[src/rtl/branch_predictor.sv]
// Direct-mapped branch target buffer with 2-bit saturating direction counters.
// Lookup is purely combinational on fetch_pc; training happens on the clock
// edge from branches resolved in the memory stage. Two saturating counters
// keep statistics on resolved branches and mispredictions.
//
// Update interface: upd_en is a single-cycle qualifier with no back-pressure.
// When upd_en is high on a rising CLK edge, upd_pc/upd_taken/upd_target/
// upd_mispred are consumed on that edge; when it is low they are ignored.
// flush is an independent qualifier sampled on the same edge.
module branch_predictor #(
  parameter int ENTRIES = 8,
  // Width of the statistics counters; they saturate at all-ones of this
  // width and are zero-extended onto the 32-bit outputs.
  parameter int STAT_W  = 32
) (
  input  logic        CLK,
  input  logic        RST,
  input  logic [31:0] fetch_pc,
  output logic        pred_taken,
  output logic [31:0] pred_addr,
  input  logic        upd_en,
  input  logic [31:0] upd_pc,
  input  logic        upd_taken,
  input  logic [31:0] upd_target,
  input  logic        upd_mispred,
  input  logic        flush,
  output logic [31:0] branch_cnt,
  output logic [31:0] mispred_cnt
);

  localparam int IDX_W = $clog2(ENTRIES);
  localparam int TAG_W = 32 - IDX_W - 2;

  localparam logic [1:0] CTR_SNT = 2'b00;
  localparam logic [1:0] CTR_WNT = 2'b01;
  localparam logic [1:0] CTR_WT  = 2'b10;
  localparam logic [1:0] CTR_ST  = 2'b11;

  // Entry storage
  logic [ENTRIES-1:0] valid_q, valid_d;
  logic [TAG_W-1:0]   tag_q    [ENTRIES];
  logic [TAG_W-1:0]   tag_d    [ENTRIES];
  logic [31:0]        target_q [ENTRIES];
  logic [31:0]        target_d [ENTRIES];
  logic [1:0]         ctr_q    [ENTRIES];
  logic [1:0]         ctr_d    [ENTRIES];

  // Statistics
  logic [STAT_W-1:0]  branch_cnt_q, branch_cnt_d;
  logic [STAT_W-1:0]  mispred_cnt_q, mispred_cnt_d;

  // Address decomposition; the two byte-offset bits take no part.
  logic [IDX_W-1:0]   f_idx;
  logic [TAG_W-1:0]   f_tag;
  logic [IDX_W-1:0]   u_idx;
  logic [TAG_W-1:0]   u_tag;
  logic               f_hit;
  logic               u_hit;
  logic               unused_low_bits;

  assign f_idx = fetch_pc[IDX_W+1:2];
  assign f_tag = fetch_pc[31:IDX_W+2];
  assign u_idx = upd_pc[IDX_W+1:2];
  assign u_tag = upd_pc[31:IDX_W+2];
  assign unused_low_bits = ^{fetch_pc[1:0], upd_pc[1:0]};

  // Lookup: reads only registered state, so an update landing this cycle is
  // not visible until the next one.
  always_comb begin
    f_hit      = valid_q[f_idx] && (tag_q[f_idx] == f_tag);
    pred_taken = f_hit && ctr_q[f_idx][1];
    pred_addr  = pred_taken ? target_q[f_idx] : (fetch_pc + 32'd4);
  end

  // Hit detection for the entry being trained.
  always_comb begin
    u_hit = valid_q[u_idx] && (tag_q[u_idx] == u_tag);
  end

  // Next-state for the entry array: train or allocate, then flush overrides
  // the valid bits while leaving tag/target/counter contents in place.
  always_comb begin
    valid_d  = valid_q;
    tag_d    = tag_q;
    target_d = target_q;
    ctr_d    = ctr_q;
    if (upd_en) begin
      if (u_hit) begin
        if (upd_taken) begin
          if (ctr_q[u_idx] != CTR_ST) begin
            ctr_d[u_idx] = ctr_q[u_idx] + 2'd1;
          end
          target_d[u_idx] = upd_target;
        end else begin
          if (ctr_q[u_idx] != CTR_SNT) begin
            ctr_d[u_idx] = ctr_q[u_idx] - 2'd1;
          end
        end
      end else begin
        valid_d[u_idx]  = 1'b1;
        tag_d[u_idx]    = u_tag;
        target_d[u_idx] = upd_target;
        ctr_d[u_idx]    = upd_taken ? CTR_WT : CTR_WNT;
      end
    end
    if (flush) begin
      valid_d = '0;
    end
  end

  // Next-state for the statistics: count every resolved branch, saturating.
  always_comb begin
    branch_cnt_d  = branch_cnt_q;
    mispred_cnt_d = mispred_cnt_q;
    if (upd_en) begin
      if (branch_cnt_q != '1) begin
        branch_cnt_d = branch_cnt_q + 1'b1;
      end
      if (upd_mispred && (mispred_cnt_q != '1)) begin
        mispred_cnt_d = mispred_cnt_q + 1'b1;
      end
    end
  end

  // State registers with asynchronous clear.
  always_ff @(posedge CLK or posedge RST) begin
    if (RST) begin
      valid_q       <= '0;
      branch_cnt_q  <= '0;
      mispred_cnt_q <= '0;
      for (int i = 0; i < ENTRIES; i++) begin
        tag_q[i]    <= '0;
        target_q[i] <= '0;
        ctr_q[i]    <= CTR_WNT;
      end
    end else begin
      valid_q       <= valid_d;
      tag_q         <= tag_d;
      target_q      <= target_d;
      ctr_q         <= ctr_d;
      branch_cnt_q  <= branch_cnt_d;
      mispred_cnt_q <= mispred_cnt_d;
    end
  end

  assign branch_cnt  = 32'(branch_cnt_q);
  assign mispred_cnt = 32'(mispred_cnt_q);

endmodule

[config.mk]
export PLATFORM = sky130hd
export DESIGN_NAME = branch_predictor
export DESIGN_NICKNAME = d
export VERILOG_FILES = /design/src/rtl/branch_predictor.sv
export SDC_FILE = /design/constraint.sdc
export NUM_CORES = 1
export LEC_CHECK = 0
export ABC_AREA = 1
export CORE_MARGIN = 1
export CORE_UTILIZATION = 55
export CTS_CLUSTER_SIZE = 16
export DETAILED_ROUTE_END_ITERATION = 10
export PLACE_DENSITY = 0.83
export SYNTH_ARGS = -nofsm -noshare
export SYNTH_HDL_FRONTEND = slang
export SYNTH_SLANG_ARGS = --single-unit
[constraint.sdc]
create_clock -name CLK -period 35.5 [get_ports CLK]
set_input_delay 3.55 -clock CLK [delete_from_list [all_inputs] [get_ports CLK]]
set_output_delay 3.55 -clock CLK [all_outputs]
set_load 0.05 [all_outputs]
# Word level (Yosys, flattened, before mapping)
# Cells that the tools add are included.
dict set report totals {
  inputBits 102
  ram_bits 0
  romBits 0
  n_memories 0
  word_cells 108
  register_bits 560
  latch_bits 0
}
dict set report op_classes {
  order_cmp 6
  mul 0
  bitwise_logic 4
  mux 43
  n_reduce_logical 14
  n_eq_ne 9
  shift 0
  n_addsub 5
  div 0
}
# cell n
set ops {}
lappend ops {{$mux W256} 2}
lappend ops {{$bwmux W256} 1}
lappend ops {{$bwmux W216} 1}
lappend ops {{$bmux W27 S3} 2}
lappend ops {{$mux W27} 5}
lappend ops {{$mux W32} 4}
lappend ops {{$bmux W32 S3} 1}
lappend ops {{$demux W32 S3} 1}
lappend ops {{$demux W27 S3} 1}
lappend ops {{$add A32 B1 Y32 const B} 2}
lappend ops {{$mux W16} 4}
lappend ops {{$ne A32 B32 Y1 const B} 2}
lappend ops {{$eq A27 B27 Y1} 2}
lappend ops {{$bwmux W16} 3}
lappend ops {{$add A32 B3 Y32 const B} 1}
lappend ops {{$mux W8} 3}
lappend ops {{$bmux W2 S3} 2}
lappend ops {{$mux W2} 6}
lappend ops {{$reduce_and A2 Y1} 5}
lappend ops {{$ge A4 B4 Y1 const B} 2}
lappend ops {{$lt A3 B4 Y1 const B} 2}
lappend ops {{$not A3 Y4} 2}
lappend ops {{$or A8 B8 Y8} 1}
lappend ops {{$bmux W1 S3} 2}
lappend ops {{13 further kinds} 24}

# Longest topological paths before layout
# Gate-level depths: netlist of run 1.
dict set report depth {
  word_depth 9
  depth_mapped 22
  mapped_depth_nobuf 18
}

# Least setup slack after synthesis of run 1
# OpenSTA, ideal clock, no wires.
dict set report synth_timing {
  path_kind {input port to output port}
  startpoint {input port fetch_pc[2]}
  endpoint {output port pred_addr[17]}
  setup_slack_ns 25.667
  stages 15
  arrival_time_ns 6.283
  path_cell_list {buf_2 -> inv_2 -> clkbuf_1 -> nand3_1 -> nand3_1 -> a21oi_1 -> or2_2 -> inv_1 -> nand4_1 -> nor2_1 -> nand3b_1 -> inv_1 -> nand2_1 -> clkbuf_1 -> o21ai_0}
}
dict set report synth_via {
  elab_chain_cells 8
  word_cells_on_any_way 17
  cone_classes {add/sub (1); eq/ne (1); mux (12); bitwise (1); reduce/logical (2)}
}
# element line
set synth_lines {}
lappend synth_lines {{start, declared} 18} ;# input logic [31:0] fetch_pc,
lappend synth_lines {{$not A3 Y4 (implied by the code)} {70, 71, 72}}
lappend synth_lines {{$bmux W27 S3} 70} ;# f_hit = valid_q[f_idx] && (tag_q[f_idx] == f_tag);
lappend synth_lines {{$mux W27 (implied by the code) (2 in series)} 70}
lappend synth_lines {{$eq A27 B27 Y1} 70}
lappend synth_lines {{$logic_and A1 B1 Y1} 70}
lappend synth_lines {{$logic_and A1 B1 Y1} 71} ;# pred_taken = f_hit && ctr_q[f_idx][1];
lappend synth_lines {{$mux W32 *} 72} ;# pred_addr = pred_taken ? target_q[f_idx] : (fetch_pc + 32'd4);
lappend synth_lines {{end, declared} 20} ;# output logic [31:0] pred_addr,
# Mark *: on every way between the ends. The rest lies on a longest branch, timed or not. The select of a mux whose other input is x is not followed.

# Final worst setup path of run 1
dict set report layout_timing {
  startpoint {input port fetch_pc[4]}
  endpoint {output port pred_addr[5]}
}
# Same word-level chain as after synthesis.

==> flow_summary.toml, run 1 <==
[run_status]
status = "finished clean"

[power]
peakVddDrop_mv = 0.0532
p_int_mw = 1.30
p_total_mw = 1.88
power_frac_seq_pct = 43.7
p_clk_share_pct = 36.2
p_sw_mw = 0.586
swShare_pct = 31.1
power.share.combinational_pct = 20.1
power_leakage_nw = 16.4
power_density_mw_per_mm2 = 55.4

[timing]
finalCritPeriodShare_pct = 36.0
finalSetupViolCount = 0
timing.final.ws_setup_ns = 22.73
timing.final.crit_period_ns = 12.77
fmax_ghz = 0.0783
worstMarginPinSlew_ns = 1.26
slew_viol_final = 0
rsz0062_at_grt = "false"
timing.hold.ws_ns = 0.467
slew_headroom_pct = 15.5
hold_violations = 0
finClkSkew_ns = 0.0182
finalSetupTns_ns = 0

[cts]
clockBufferDepth = 3
clk_pin_slew_ns = 0.07
cts-root-buf = "clkbuf_16"
post_cts_buffers = 0
cts_buffers = 59
cts_tree = "yes"
cts-hold-fix-buffers = 0
clk_latency_ns = 0.64
htreeDepth = 2
clock_sinks = 560
cts.repair.resized = 0

[global_route]
grt_max_degree = 166
track_usage_pct = 31.9
grt_overflow = 0
grt_antenna_before_repair = 3
grt_pass1_vias = 26100
grt_pass1_wl_mm = 142

[worst_setup_path]
crit_end = "pred_addr[5]"
critical_path_class = "in -> out"
worstPathArrival_ns = 9.22
worstRegToRegCells = 14
worstReg2RegStart = "tag_q[96]$_DFFE_PP0P_"
critPathLaunch = "fetch_pc[4]"
worstPathRequired_ns = 31.95
r2r_slack_ns = 32.12
path_max_fanout = 76
crit_path_start_kind = "input pin"
end_kind = "primary output"
reg2reg_to = "tag_q[138]$_DFFE_PP0P_"

[floorplanning]
die_x_microns = 237
start_util_pct = 55.9
coreArea_sq_mm = 0.0541
die_h_microns = 237
rows = 85
io_pins = 199
die-area_sq_mm = 0.0560

[placed_design]
numPortBuffers = 196
place_area_sq_mm = 0.0319
post-place-ws_ns = 22.99
hpwl_mm = 53.5
place.gp.congestion = 0.972

[finish]
fillCellCount = 4530
design_area_sq_mm = 0.0340
regArea_sq_mm = 0.0140
n_antenna_cell = 0
multiInputGateArea_sq_mm = 0.0135
final_nets = 4171
drive_gt1_share_pct = 4.14
syn2layout_area_growth_pct = 12.3

[detailed_routing]
ant_nets = 0
dr_wl_met2_mm = 39.3
dr.max_layer_used = "met5"
drc = 0
vias = 28200
dr.pass1.iters = 8
wl_met3_mm = 9.75
wirelength_mm = 89.9
initialDrtViolationCount = 3734
routedWlPerCell_microns = 18.7
wl_met1_mm = 37.1
routed_via_density = 5.86

[flow_run]
maxCapViolations = 0

[synthesis]
synth_cell_type_count = 49
synth.most_common_cell = "nand2_1"
syn_avg_cell_area_sq_um = 7.54
yosys_warnings = 0
synth_ff_type = "dfrtp_1"
synth_edf_count = 0
async_flop_share_pct = 100
netlist_area_sq_mm = 0.0303
synth.ff_latch_count = 560
syn_nets = 4121
synth.area.top_cells = "dfrtp_1 (46%), nand2_1 (15%), o21ai_0 (9.4%)"
synth_top_cell_area_share_pct = 45.6
ys_seq_area_share_pct = 46.3
synth_top_cell_by_area = "dfrtp_1"
synth_cells = 4014
ys_top_cells_by_count = "nand2_1 (1247), o21ai_0 (567), dfrtp_1 (552)"

[hold_path]
min_path_type = "reg -> reg"
## critical path: stages
cell and delay [ns]:
clkdlybuf4s50_1 0.45, buf_4 0.46, clkinv_2 0.55, buf_4 0.55, nand3_1 0.21, o21ai_0 0.23, xor2_1 0.29, nor2_1 0.19
nand3_1 0.07, nand3b_1 0.24, inv_1 0.08, nand2_1 0.53, o21ai_0 0.84, clkdlybuf4s50_1 0.94
## power groups by stage
| stage | sequential, mW | combinational (mW) | clock [mW] |
|---|---|---|---|
| floorplan | 0.841 | 0.251 | 0 |
| global placement | 0.826 | 0.359 | 0 |
| detailed placement | 0.829 | 0.372 | 0 |
| CTS | 0.821 | 0.375 | 0.684 |
| global route | 0.836 | 0.425 | 0.712 |
| finish | 0.823 | 0.379 | 0.681 |
## through the flow
step | utilization, % | instances
final | 62.8 | 4807
after global routing | 62.8 | 4807
after global placement | 58.8 | 4699
after detailed placement | 58.8 | 4699
after CTS | 62.8 | 4807
after floorplan | - | 4014
## state kept, by name, summed over array words and instances (netlist names)
name         cells
ctr_q           16
branch_cnt      32
target_q       256
valid_q          8
mispred_cnt     32
tag_q          216
## cell usage in the layout, fill, tap and decap left out, drive strengths merged, types with 2 or more instances in the layout
cell type         n
a21oi           114
a221oi            4
a22o              4
a32o             27
and2              2
buf              21
bufinv           11
clkbuf           86
clkdlybuf4s50   193
clkinv           12
clkinvlp          3
dfrtp           552
dfstp             8
ha                5
inv             337
nand2          1265
nand3           213
nand3b           12
nand4            28
nor2            287
nor3             25
nor4              8
o211ai           30
o21ai           724
o221ai            5
o22ai            33
or2               8
xnor2            29
xor2             62
## worst min path at each step
stage | startpoint | end | slack, ns | depth (start not counted)
6_report | ctr_q[0]$_DFFE_PP1P_ | ctr_q[0]$_DFFE_PP1P_ | 0.47 | 2
4_1_cts | ctr_q[10]$_DFFE_PP1P_ | ctr_q[10]$_DFFE_PP1P_ | 0.46 | 2
3_3_place_gp | ctr_q[10]$_DFFE_PP1P_ | ctr_q[10]$_DFFE_PP1P_ | 0.45 | 2
5_1_grt | ctr_q[6]$_DFFE_PP1P_ | ctr_q[6]$_DFFE_PP1P_ | 0.49 | 2
2_1_floorplan | ctr_q[8]$_DFFE_PP1P_ | ctr_q[8]$_DFFE_PP1P_ | 0.44 | 2
3_5_place_dp | ctr_q[10]$_DFFE_PP1P_ | ctr_q[10]$_DFFE_PP1P_ | 0.46 | 2
## cells by family (layout without fill, tap and decap cells)
kind of cell	Yosys count	in the layout	synth area share [%]
compound gates	944	944	16.6
xor+xnor	91	91	2.63
buf+inv	566	663	8.92
flops	560	560	46.3
simple gates	1848	1848	25.3
fa+ha+maj	5	5	0.207
## area by class of cell
type,count,share of cell area [%]
sequential,560,41.3
multi-input combinational,2888,39.8
timing repair buffer,215,6.23
clock buffer,85,4.99
inverter,340,3.83
tap,696,2.56
clock inverter,23,1.29
## layer usage
| layer | track usage [%] | vias to the layer above |
|---|---|---|
| li1 | - | 13100 |
| met1 | 44.6 | 13300 |
| met2 | 47.8 | 1495 |
| met3 | 7.04 | 251 |
| met4 | 14.2 | 6 |
| met5 | 0 | - |
Power figures use the tool's default switching activity.
==> run 2: changes to the inputs <==
- clock period: 35.5 -> 13.4 ns (I/O delays scaled with it)
==> run 2 against run 1 <==
  * Register-to-register slack got worse by 22 ns
  * Clock skew fell by 0.0029 ns
  * Flip-flop and latch count did not move
  * Critical endpoint is now pred_addr[6]
  * Die area did not move
  * Utilization fell by 0.15 points
  * Sequential power rose to 2.6 times the previous value
  * Critical path depth rose by 1
  * Power rose to 2.6 times the previous value
  * Count of clock-buffer cells in the layout fell by 3
  * Via count fell by 0.53%
  * Clock power rose to 2.5 times the previous value
==> flow_summary.toml, run 2 (synthesized netlist as in run 1, its figures left out) <==
[floorplanning]
start_util_pct = 55.9
rows = 85
die_x_microns = 237
die_h_microns = 237
coreArea_sq_mm = 0.0541
io_pins = 199
die-area_sq_mm = 0.0560

[timing]
timing.final.crit_period_ns = 8.79
finClkSkew_ns = 0.0153
fmax_ghz = 0.114
hold_violations = 0
finalSetupTns_ns = 0
rsz0062_at_grt = "false"
slew_headroom_pct = 18.7
finalCritPeriodShare_pct = 65.6
finalSetupViolCount = 0
worstMarginPinSlew_ns = 1.22
slew_viol_final = 0

[cts]
post_cts_buffers = 0
cts_tree = "yes"
htreeDepth = 2
cts_buffers = 58
clock_sinks = 560
clk_latency_ns = 0.64
clk_pin_slew_ns = 0.06
cts-hold-fix-buffers = 0
clockBufferDepth = 3
cts-root-buf = "clkbuf_16"
cts.repair.resized = 0

[global_route]
grt_pass1_wl_mm = 139
grt_overflow = 0
grt_max_degree = 186
grt_antenna_before_repair = 2
track_usage_pct = 31.2
grt_pass1_vias = 25500

[worst_setup_path]
crit_path_start_kind = "input pin"
end_kind = "primary output"
worstPathRequired_ns = 12.06
critical_path_class = "in -> out"
path_max_fanout = 129
worstPathArrival_ns = 7.45

[finish]
n_antenna_cell = 0
syn2layout_area_growth_pct = 12.1
largest_register = "target_q"
final_cell_mix = "nand2_1 (1247), o21ai_0 (567), dfrtp_1 (552)"
fin_util_pct = 62.6
layout.cells.most_common = "nand2_1"
final_nets = 4170
drive_gt1_share_pct = 4.28
design_area_sq_mm = 0.0339
largest_reg_flops = 256
largest_registers = "target_q (256), tag_q (216)"
fillCellCount = 4644
final_cells = 4806

[detailed_routing]
routedWlPerCell_microns = 18.4
vias = 28000
routed_via_density = 5.83
dr.pass1.iters = 6
drc = 0
ant_nets = 0
wirelength_mm = 88.5
initialDrtViolationCount = 3328

[placed_design]
place.gp.congestion = 0.965
place_area_sq_mm = 0.0319
hpwl_mm = 53.4
numPortBuffers = 196
dp.cells = 4699

[power]
peakVddDrop_mv = 0.139
power_leakage_nw = 16.4
power_density_mw_per_mm2 = 145

[run_status]
status = "finished clean"

[flow_run]
maxCapViolations = 0

[hold_path]
min_path_type = "reg -> reg"
[run 2: path summary, 6_finish.rpt]
check / startpoint / endpoint / slack (ns) / depth (start not counted)
setup reg to reg: tag_q[177]$_DFFE_PP0P_ / tag_q[12]$_DFFE_PP0P_ / 9.94 / 14
hold / removal: ctr_q[0]$_DFFE_PP1P_ / ctr_q[0]$_DFFE_PP1P_ / 0.46 / 2
setup / recovery: fetch_pc[2] / pred_addr[6] / 4.61 / 15
hold reg to reg: ctr_q[0]$_DFFE_PP1P_ / ctr_q[0]$_DFFE_PP1P_ / 0.46 / 2
min in group asynchronous: RST / tag_q[72]$_DFFE_PP0P_ / 1.18 / 2
max in group asynchronous: RST / tag_q[108]$_DFFE_PP0P_ / 9.23 / 5
[run 2: area by class of cell]
class	instances	area (sq um)	area share, %
Clock buffer	82	1700	5.02
Clock inverter	25	343	1.01
Inverter	340	1300	3.83
Multi-Input combinational cell	2888	13500	39.9
Sequential cell	560	14000	41.4
Tap cell	696	871	2.57
Timing Repair Buffer	215	2130	6.28
[run 2: stage by stage]
stage          hold WS [ns]  setup WS, ns  power (mW)
4_1_cts               0.464          4.95        4.91
3_5_place_dp          0.456          4.95        3.18
6_report              0.461          4.61        4.91
2_1_floorplan         0.444          4.44        2.89
5_1_grt               0.490          4.41        5.15
3_3_place_gp          0.451          4.98        3.14
[run 2: power breakdown]
group	internal, mW	switching, mW
combinational	0.353	0.650
clock	1.02	0.703
sequential	1.99	0.190
total	3.36	1.54
[run 2: worst max-delay path, cell delays in order]
cell	delay (ns)
clkbuf_8	0.39
inv_6	0.85
buf_4	0.83
nand2_1	0.12
nand3_1	0.10
o21ai_0	0.10
o21ai_0	0.46
xor2_1	0.28
nor2_1	0.15
nand3_1	0.07
nand3b_1	0.23
inv_1	0.08
nand2_1	0.52
o21ai_0	0.84
clkdlybuf4s50_1	0.93
[run 2: routing by layer]
| metal | wire length (microns) | part of all wire [%] | vias to the layer above | track usage (%) |
|---|---|---|---|---|
| met5 | 28 | 0.032 | - | 0 |
| met4 | 3540 | 4.0 | 4 | 12.2 |
| met3 | 10500 | 12 | 238 | 8.87 |
| met2 | 38500 | 43 | 1454 | 46.5 |
| met1 | 36000 | 41 | 13200 | 43.1 |
| li1 | - | - | 13100 | - |
